==> src/rtl/vm_dispense_controller.sv <==
// vm_dispense_controller
// Vending sequencer: accumulates coin credit, accepts an item selection
// against a fixed price table, runs the dispense motor through a
// request/done handshake with a timeout, then pays out change as a greedy
// series of coin-ejector pulses separated by gap cycles.
//
// state  | meaning
// -------+--------------------------------------------------------------
// IDLE   | taking coins, waiting for item_req or cancel
// VEND   | motor held one-hot, waiting for motor_done or timeout
// CHANGE | paying out credit, alternating pulse and gap cycles
//
// Ports
//   clk            system clock (divided domain)
//   reset          asynchronous active-low reset
//   nickel/dime/quarter  single-cycle coin pulses
//   item_req, item_sel   item selection strobe and index
//   cancel         single-cycle refund request
//   motor_done     dispense complete (level, sampled only in VEND)
//   motor          one-hot motor drive
//   eject_*        one-cycle change pulses
//   coin_reject    one-cycle pulse, coin returned mechanically
//   insufficient   one-cycle pulse, item_req with credit < price
//   fault          one-cycle pulse, motor timeout
//   credit         current credit / remaining change in cents
//   busy           high whenever not in IDLE
module vm_dispense_controller #(
  parameter int PRICE0        = 15,
  parameter int PRICE1        = 25,
  parameter int PRICE2        = 35,
  parameter int PRICE3        = 50,
  parameter int MAX_CREDIT    = 95,
  parameter int MOTOR_TIMEOUT = 8
) (
  input  logic       clk,
  input  logic       reset,
  input  logic       nickel,
  input  logic       dime,
  input  logic       quarter,
  input  logic       item_req,
  input  logic [1:0] item_sel,
  input  logic       cancel,
  input  logic       motor_done,
  output logic [3:0] motor,
  output logic       eject_quarter,
  output logic       eject_dime,
  output logic       eject_nickel,
  output logic       coin_reject,
  output logic       insufficient,
  output logic       fault,
  output logic [6:0] credit,
  output logic       busy
);

  typedef enum logic [1:0] {IDLE, VEND, CHANGE} state_t;

  localparam int              CNT_W    = $clog2(MOTOR_TIMEOUT + 1);
  localparam logic [CNT_W-1:0] CNT_LAST = CNT_W'(MOTOR_TIMEOUT - 1);

  function automatic logic [6:0] price_of(input logic [1:0] sel);
    case (sel)
      2'd0:    price_of = 7'(PRICE0);
      2'd1:    price_of = 7'(PRICE1);
      2'd2:    price_of = 7'(PRICE2);
      default: price_of = 7'(PRICE3);
    endcase
  endfunction

  state_t           state_q, state_d;
  logic [6:0]       credit_d, pre_credit_q, pre_credit_d;
  logic [CNT_W-1:0] cnt_q, cnt_d;
  logic             gap_q, gap_d;
  logic [3:0]       motor_d;
  logic             ej_q_d, ej_d_d, ej_n_d, rej_d, ins_d, fault_d, busy_d;

  logic             any_coin, multi_coin, coin_fits, afford;
  logic [6:0]       coin_val, price;
  logic [7:0]       coin_sum;

  always_comb begin
    any_coin   = nickel | dime | quarter;
    multi_coin = (nickel & dime) | (nickel & quarter) | (dime & quarter);
    coin_val   = quarter ? 7'd25 : dime ? 7'd10 : nickel ? 7'd5 : 7'd0;
    // Widened add so the limit check can never be fooled by a wrap.
    coin_sum   = {1'b0, credit} + {1'b0, coin_val};
    coin_fits  = coin_sum <= 8'(MAX_CREDIT);
    price      = price_of(item_sel);
    afford     = credit >= price;
  end

  always_comb begin
    state_d      = state_q;
    credit_d     = credit;
    pre_credit_d = pre_credit_q;
    cnt_d        = cnt_q;
    gap_d        = gap_q;
    motor_d      = motor;
    ej_q_d       = 1'b0;
    ej_d_d       = 1'b0;
    ej_n_d       = 1'b0;
    rej_d        = 1'b0;
    ins_d        = 1'b0;
    fault_d      = 1'b0;
    case (state_q)
      IDLE: begin
        if (cancel) begin
          rej_d = any_coin;
          if (credit != 7'd0) begin
            state_d = CHANGE;
            gap_d   = 1'b0;
          end
        end else if (item_req && afford) begin
          rej_d        = any_coin;
          motor_d      = 4'b0001 << item_sel;
          pre_credit_d = credit;
          credit_d     = credit - price;
          cnt_d        = '0;
          state_d      = VEND;
        end else begin
          ins_d = item_req;
          if (any_coin) begin
            rej_d = multi_coin | ~coin_fits;
            if (coin_fits) credit_d = coin_sum[6:0];
          end
        end
      end
      VEND: begin
        rej_d = any_coin;
        if (motor_done) begin
          motor_d = 4'b0000;
          gap_d   = 1'b0;
          state_d = CHANGE;
        end else if (cnt_q == CNT_LAST) begin
          // Timeout: refund everything that was in the machine before the vend.
          motor_d  = 4'b0000;
          fault_d  = 1'b1;
          credit_d = pre_credit_q;
          gap_d    = 1'b0;
          state_d  = CHANGE;
        end else begin
          cnt_d = cnt_q + 1'b1;
        end
      end
      CHANGE: begin
        rej_d = any_coin;
        if (gap_q) begin
          gap_d = 1'b0;
        end else if (credit == 7'd0) begin
          state_d = IDLE;
        end else begin
          gap_d = 1'b1;
          if (credit >= 7'd25) begin
            ej_q_d   = 1'b1;
            credit_d = credit - 7'd25;
          end else if (credit >= 7'd10) begin
            ej_d_d   = 1'b1;
            credit_d = credit - 7'd10;
          end else begin
            ej_n_d   = 1'b1;
            credit_d = credit - 7'd5;
          end
        end
      end
      default: state_d = IDLE;
    endcase
    busy_d = (state_d != IDLE);
  end

  always_ff @(posedge clk or negedge reset) begin
    if (!reset) begin
      state_q       <= IDLE;
      credit        <= 7'd0;
      pre_credit_q  <= 7'd0;
      cnt_q         <= '0;
      gap_q         <= 1'b0;
      motor         <= 4'b0000;
      eject_quarter <= 1'b0;
      eject_dime    <= 1'b0;
      eject_nickel  <= 1'b0;
      coin_reject   <= 1'b0;
      insufficient  <= 1'b0;
      fault         <= 1'b0;
      busy          <= 1'b0;
    end else begin
      state_q       <= state_d;
      credit        <= credit_d;
      pre_credit_q  <= pre_credit_d;
      cnt_q         <= cnt_d;
      gap_q         <= gap_d;
      motor         <= motor_d;
      eject_quarter <= ej_q_d;
      eject_dime    <= ej_d_d;
      eject_nickel  <= ej_n_d;
      coin_reject   <= rej_d;
      insufficient  <= ins_d;
      fault         <= fault_d;
      busy          <= busy_d;
    end
  end

endmodule

==> config.mk <==
export PLATFORM = sky130hd
export DESIGN_NAME = vm_dispense_controller
export DESIGN_NICKNAME = d
export VERILOG_FILES = /design/src/rtl/vm_dispense_controller.sv
export SDC_FILE = /design/constraint.sdc
export NUM_CORES = 1
export LEC_CHECK = 0
export ABC_AREA = 1
export CORE_MARGIN = 3
export CORE_UTILIZATION = 62
export DETAILED_ROUTE_END_ITERATION = 6
export PLACE_DENSITY = 0.86
export SLEW_MARGIN = 20
export SYNTH_ARGS = -nofsm -noshare
export SYNTH_HDL_FRONTEND = slang
export SYNTH_SLANG_ARGS = --single-unit
export TNS_END_PERCENT = 10
==> constraint.sdc <==
create_clock -name clk -period 3.95 [get_ports clk]
set_input_delay 0.9875 -clock clk [delete_from_list [all_inputs] [get_ports clk]]
set_output_delay 0.9875 -clock clk [all_outputs]
set_load 0.03 [all_outputs]
==> results.toml, run 1 <==
[floorplanning]
die_w_um = 73.4
num_rows = 23
core-area_um2 = 4200
fp.dieH_um = 73.4
ios = 28
start_util_pct = 67.1
die_area_um2 = 5390

[pwr]
irDropWorstVdd_mv = 0.634
p_per_area_nw_per_um2 = 940
power.leakage_nw = 1.70

[worst_setup_path]
cpMostUsedCell = "nand2_1"
cp-start-kind = "primary input"
reg2reg_to = "credit[1]$_DFFE_PN0P_"
slowest_stage = "clkdlybuf4s50_1"
cp_slowest_stage_delay_ns = 0.51
crit_family = "simple AND/OR/NAND/NOR gates"
cp.required_ns = 4.17
critPathBufInv = 3
path_cells = "clkdlybuf4s50_1 -> inv_1 -> nor2_1 -> nor2_1 -> ha_1 -> fa_1 -> nand2_1 -> nand3_1 -> nand2_1 -> nand2_1 -> nand2_1 -> nand3_1 -> nand2_4 -> nand2_8 -> inv_2 -> nand2_1 -> nand2_1"
r2r-start = "credit[1]$_DFFE_PN0P_"
crit_arrival_ns = 3.44
end_kind = "flop"
critPathMaxFanout = 10
critPathKind = "primary input to flop"
r2r_slack_ns = 1.31
r2r_cells = 14

[min_path]
hold_class = "flop to flop"
min_to = "motor[2]$_DFFE_PN0P_"
hold-path-cell-count = 2
hp-start = "motor[2]$_DFFE_PN0P_"

[clocking]
ctsHoldBuffers = 0
clk_pin_slew_ns = 0.07
cts_tree = "done"
clk_latency_ns = 0.28
clockBufferDepth = 2
post-cts-setup-buffer-count = 0
cts_buffers = 5
root_buffer = "clkbuf_8"
cts_resized = 0
cts_max_level = 2
cts_sinks = 32

[flow_run]
drv_cap = 0

[sta]
finalSetupTns_ns = 0
rsz0062_at_grt = "no"
worst_pin_slew_ns = 0.608
drv_slew = 0
relSlewSlack_pct = 59.4
timing.hold.ws_ns = 0.486
final.setup.worst_slack_ns = 0.722
final-hold-violation-count = 0
skew_ns = 0.00796
setup_violations = 0
post-route-min-period_ns = 3.23
timing.final.crit_share_pct = 81.7
max_freq_mhz = 310

[placed_design]
io_buffers = 27
gp_congestion = 0.934
dpl_worst_slack_ns = 0.445
dp_cells = 484
hpwl_um = 5500

[route]
post_drt_wl_per_cell_um = 14.4
via_per_inst = 5.66
first_pass_iters = 5
vias = 2785
drt-initial-drc-count = 259
drt_wl_total_um = 7080
drc_errors = 0
antenna_left = 0

[cells_and_area]
utilization_pct = 76.6
fillers = 352
num_antenna_cells = 0
layout.nets = 478
syn2layout_area_growth_pct = 14.1
final_layout_size_suffix_gt1_share_pct = 7.24
fin_cells = 492

[synth]
syn_inst = 415
synth_fp_nets = 452
syn_area_um2 = 2820
ys_ff_latch = 32
yosysUniqueCellTypes = 34
postSynthAreaPerCell_um2 = 6.80
yosysWarnings = 0
yosysSeqAreaShare_pct = 28.4

[global_routing]
first_global_vias = 2645
grt_util_all_layers_pct = 28.4
overflow = 0
grt_max_degree = 33
grt_antenna_before_repair = 0
grt_pass1_wl_um = 12000

[outcome]
status = "finished, final reports clean"
## report_power, final
part	internal, mW	leakage [nW]	switching (mW)
Clock	0.187	0.0541	0.129
Combinational	0.738	1.23	1.34
Sequential	0.458	0.416	0.178
Total	1.38	1.70	1.64
## layout make-up
| class | count | area (µm²) | share of cell area [%] |
|---|---|---|---|
| inverter | 49 | 184 | 5.72 |
| multi-input combinational | 325 | 1780 | 55.4 |
| clock inverter | 3 | 42.5 | 1.32 |
| timing repair buffer | 28 | 278 | 8.63 |
| tap | 50 | 62.6 | 1.94 |
| sequential | 32 | 801 | 24.9 |
| clock buffer | 5 | 68.8 | 2.14 |
## layer usage
layer	wire length, µm	global-route usage, %	vias to the layer above	share of wire [%]
met5	0	0	-	0
met4	185	9.46	0	2.6
met3	315	4.65	16	4.5
met2	3370	47.4	90	48
met1	3210	37.2	1281	45
li1	-	-	1398	-
## metrics by stage
stage | power (mW) | area, µm²
6_report | 3.03 | 3220
5_1_grt | 3.32 | 3220
4_1_cts | 3.00 | 3220
3_5_place_dp | 2.68 | 3110
3_3_place_gp | 2.63 | 3110
2_1_floorplan | 2.15 | 2820
## flip-flops by register name (all words and copies together), names as in the netlist
register / cells
state_q: 2
fault: 1
coin_reject: 1
cnt_q: 4
eject_dime: 1
pre_credit_q: 7
eject_nickel: 1
insufficient: 1
eject_quarter: 1
motor: 4
gap_q: 1
credit: 7
busy: 1
## cell usage in the layout, fill, tap and decap left out, types with 3 or more instances in the layout
cell             instances
o21ai_0                 20
nand4_1                  9
or2_2                    6
nor2_1                  27
xnor2_1                  4
a21oi_1                 16
xor2_1                   5
o21ai_1                  8
nor2_2                   3
nand3_1                 42
inv_2                    3
nand3_2                  3
ha_1                    25
clkbuf_8                 5
nand2_1                137
dfrtp_1                 32
clkdlybuf4s50_1         27
inv_1                   46
## worst max path at each step
stage,cells past startpoint,slack (ns),from,endpoint
2_1_floorplan,15,1.19,dime,credit[1]$_DFFE_PN0P_
3_3_place_gp,15,0.52,quarter,credit[1]$_DFFE_PN0P_
3_5_place_dp,15,0.45,quarter,credit[1]$_DFFE_PN0P_
4_1_cts,16,0.73,quarter,credit[2]$_DFFE_PN0P_
5_1_grt,16,0.44,item_sel[1],busy$_DFF_PN0_
6_report,17,0.72,dime,credit[2]$_DFFE_PN0P_
## cells by family (layout without fill, tap and decap cells)
group	Yosys count	count (layout)	share of synthesized area [%]
buf+inv	58	85	8.43
fa+ha+maj	27	27	12.5
compound gates	54	54	10.8
flops	32	32	28.4
xor+xnor	9	9	2.79
simple gates	235	235	37.1
## synth_stat cells
cell	number	area (µm²)
buf_6	2	22.5
o21a_1	2	15.0
nand3_1	42	210
a2bb2oi_1	1	8.76
or2_2	6	37.5
nand2_2	1	6.26
nand2_1	137	514
a21oi_2	2	17.5
nand4_2	1	12.5
o21ai_0	20	100
buf_2	4	20.0
o211ai_1	1	7.51
nand2_8	1	20.0
a211oi_2	1	12.5
nand4_1	9	56.3
o2111ai_1	1	8.76
dfrtp_1	32	801
fa_1	2	40.0
nor2_1	27	101
nand3_2	3	30.0
inv_1	46	173
xnor2_1	4	35.0
nor2_2	3	18.8
or2_0	1	6.26
xor2_1	5	43.8
clkbuf_1	3	11.3
nand2_4	2	22.5
a21oi_1	16	80.1
nor3_1	2	10.0
a31oi_1	1	6.26
a211oi_1	1	7.51
o21ai_1	8	40.0
ha_1	25	313
inv_2	3	11.3
## worst reg2reg max path, delay by kind of cell (launching register included)
kind                       cells  cell delay, ns
and+or+nand+nor                9            0.91
DFF                            1            0.68
buffers and inverters          3            0.60
adders and majority gates      1            0.26
AOI/OAI and AO/OA              1            0.08
(Power assumes the default switching activity.)
==> run 2, diff against run 1 <==
--- a/config.mk
+++ b/config.mk
@@ -7,9 +7,9 @@
 export LEC_CHECK = 0
 export ABC_AREA = 1
 export CORE_MARGIN = 3
-export CORE_UTILIZATION = 62
+export CORE_UTILIZATION = 58
 export DETAILED_ROUTE_END_ITERATION = 6
-export PLACE_DENSITY = 0.86
+export PLACE_DENSITY = 0.81
 export SLEW_MARGIN = 20
 export SYNTH_ARGS = -nofsm -noshare
 export SYNTH_HDL_FRONTEND = slang
==> constraint.sdc (replaced) <==
create_clock -name clk -period 3.2 [get_ports clk]
set_input_delay 0.8 -clock clk [delete_from_list [all_inputs] [get_ports clk]]
set_output_delay 0.8 -clock clk [all_outputs]
set_load 0.03 [all_outputs]
==> run 2 against run 1 <==
  * Routed wire length grew 3.5%
  * Non-clock buffer count rose by 7
  * Die area increased by 6.3%
  * Sequential share of layout area fell by 0.51 points
  * Utilization fell by 4.1 points
  * Flip-flop and latch count unchanged
  * Global-route usage is 1.5 points lower
  * Largest cell class unchanged
  * Clock power grew 22%
==> results.toml, run 2 (synthesized netlist as in run 1, its figures left out) <==
[sta]
timing.hold.ws_ns = 0.490
skew_ns = 0.00654
drv_slew = 0
setup_violations = 0
timing.final.crit_share_pct = 91.7
max_freq_mhz = 341
post-route-min-period_ns = 2.93
relSlewSlack_pct = 65.2
rsz0062_at_grt = "no"
final-hold-violation-count = 0
worst_pin_slew_ns = 0.522

[cells_and_area]
final_layout_size_suffix_gt1_share_pct = 8.46
fillers = 382
mostFrequentLayoutCells = "nand2_1 (137), inv_1 (46), nand3_1 (42)"
syn2layout_area_growth_pct = 16.5
num_antenna_cells = 0
reg.largest.list = "credit (7), pre_credit_q (7)"
layout_commonest_cell = "nand2_1"
layout.nets = 485
final_area_um2 = 3290

[route]
via_per_inst = 5.52
drt_wl_total_um = 7330
vias = 2837
post_drt_wl_per_cell_um = 14.3
drt-initial-drc-count = 277
drc_errors = 0
first_pass_iters = 5
antenna_left = 0

[worst_setup_path]
crit_path_start = "quarter"
end_kind = "flop"
r2r_slack_ns = 0.78
cp-start-kind = "primary input"
r2r-start = "state_q[1]$_DFF_PN0_"
cp.required_ns = 3.37
critPathMaxFanout = 10
critPathKind = "primary input to flop"
crit_arrival_ns = 3.10

[placed_design]
dpl_cell_area_um2 = 3180
gp_congestion = 0.990
hpwl_um = 5530
io_buffers = 27

[clocking]
clk_pin_slew_ns = 0.07
clockBufferDepth = 2
cts_sinks = 32
cts_max_level = 2
post-cts-setup-buffer-count = 0
cts_buffers = 5
cts_tree = "done"
ctsHoldBuffers = 0
cts_resized = 0
root_buffer = "clkbuf_8"
clk_latency_ns = 0.29

[pwr]
total_power_mw = 3.78
p_per_area_nw_per_um2 = 1150
irDropWorstVdd_mv = 0.545
power.leakage_nw = 1.74

[global_routing]
grt_max_degree = 33
grt_util_all_layers_pct = 26.9
grt_antenna_before_repair = 0
first_global_vias = 2493
grt_pass1_wl_um = 11500
overflow = 0

[floorplanning]
ios = 28
start_util_pct = 62.2
num_rows = 24
die_w_um = 75.7
die_area_um2 = 5740
core-area_um2 = 4530
fp.dieH_um = 75.7

[min_path]
hp-start = "motor[3]$_DFFE_PN0P_"
hold_class = "flop to flop"

[flow_run]
drv_cap = 0

[outcome]
status = "finished, final reports clean"
[run 2: layer usage]
metal | part of all wire, % | GRT usage (%) | wire length (µm)
met4 | 2.3 | 10.5 | 170
met3 | 6.7 | 3.83 | 490
met2 | 46 | 42.6 | 3390
met1 | 45 | 36.9 | 3270
met5 | 0 | 0 | 0
[run 2: layout make-up]
type,count,area [µm²],area share [%]
Timing Repair Buffer,35,330,10.1
Multi-Input combinational cell,325,1780,54.2
Clock inverter,2,35.0,1.07
Clock buffer,6,72.6,2.21
Tap cell,65,81.3,2.48
Sequential cell,32,801,24.4
Inverter,49,184,5.60
[run 2: report_power, final]
group / internal, mW / total [mW] / switching [mW]
Combinational: 0.933 / 2.63 / 1.69
Sequential: 0.566 / 0.766 / 0.200
Clock: 0.231 / 0.387 / 0.156
Total: 1.73 / 3.78 / 2.05
[run 2: final timing paths]
| check | end | cells after the start |
|---|---|---|
| min in group asynchronous | state_q[1]$_DFF_PN0_ | 2 |
| max in group asynchronous | pre_credit_q[6]$_DFFE_PN0P_ | 2 |
| hold reg to reg | motor[3]$_DFFE_PN0P_ | 2 |
| hold / removal | motor[3]$_DFFE_PN0P_ | 2 |
| setup / recovery | credit[3]$_DFFE_PN0P_ | 17 |
| setup reg to reg | credit[3]$_DFFE_PN0P_ | 10 |
[run 2: per-stage QoR]
| step | TNS (ns) | util, % | worst slack (ns) | cells |
|---|---|---|---|---|
| final | 0 | 72.5 | 0.267 | 514 |
| after global routing | 0 | 72.5 | 0.0231 | 514 |
| after CTS | 0 | 72.5 | 0.281 | 514 |
| after detailed placement | -0.00586 | 70.1 | -0.00586 | 506 |
| after global placement | 0 | 70.1 | 0.0549 | 506 |
| after floorplan | 0 | - | 0.629 | 415 |
[run 2: critical path, stage by stage]
cell	delay, ns
clkdlybuf4s50_1	0.48
nor2_1	0.21
inv_1	0.09
nor2_1	0.13
ha_1	0.31
nand2_1	0.09
nand2_1	0.06
nand2_1	0.09
nand3_1	0.11
nand2_1	0.10
nand2_1	0.05
nand2_1	0.07
nand3_1	0.13
nand2_4	0.13
nand2_8	0.08
nand2_1	0.08
o21ai_1	0.08
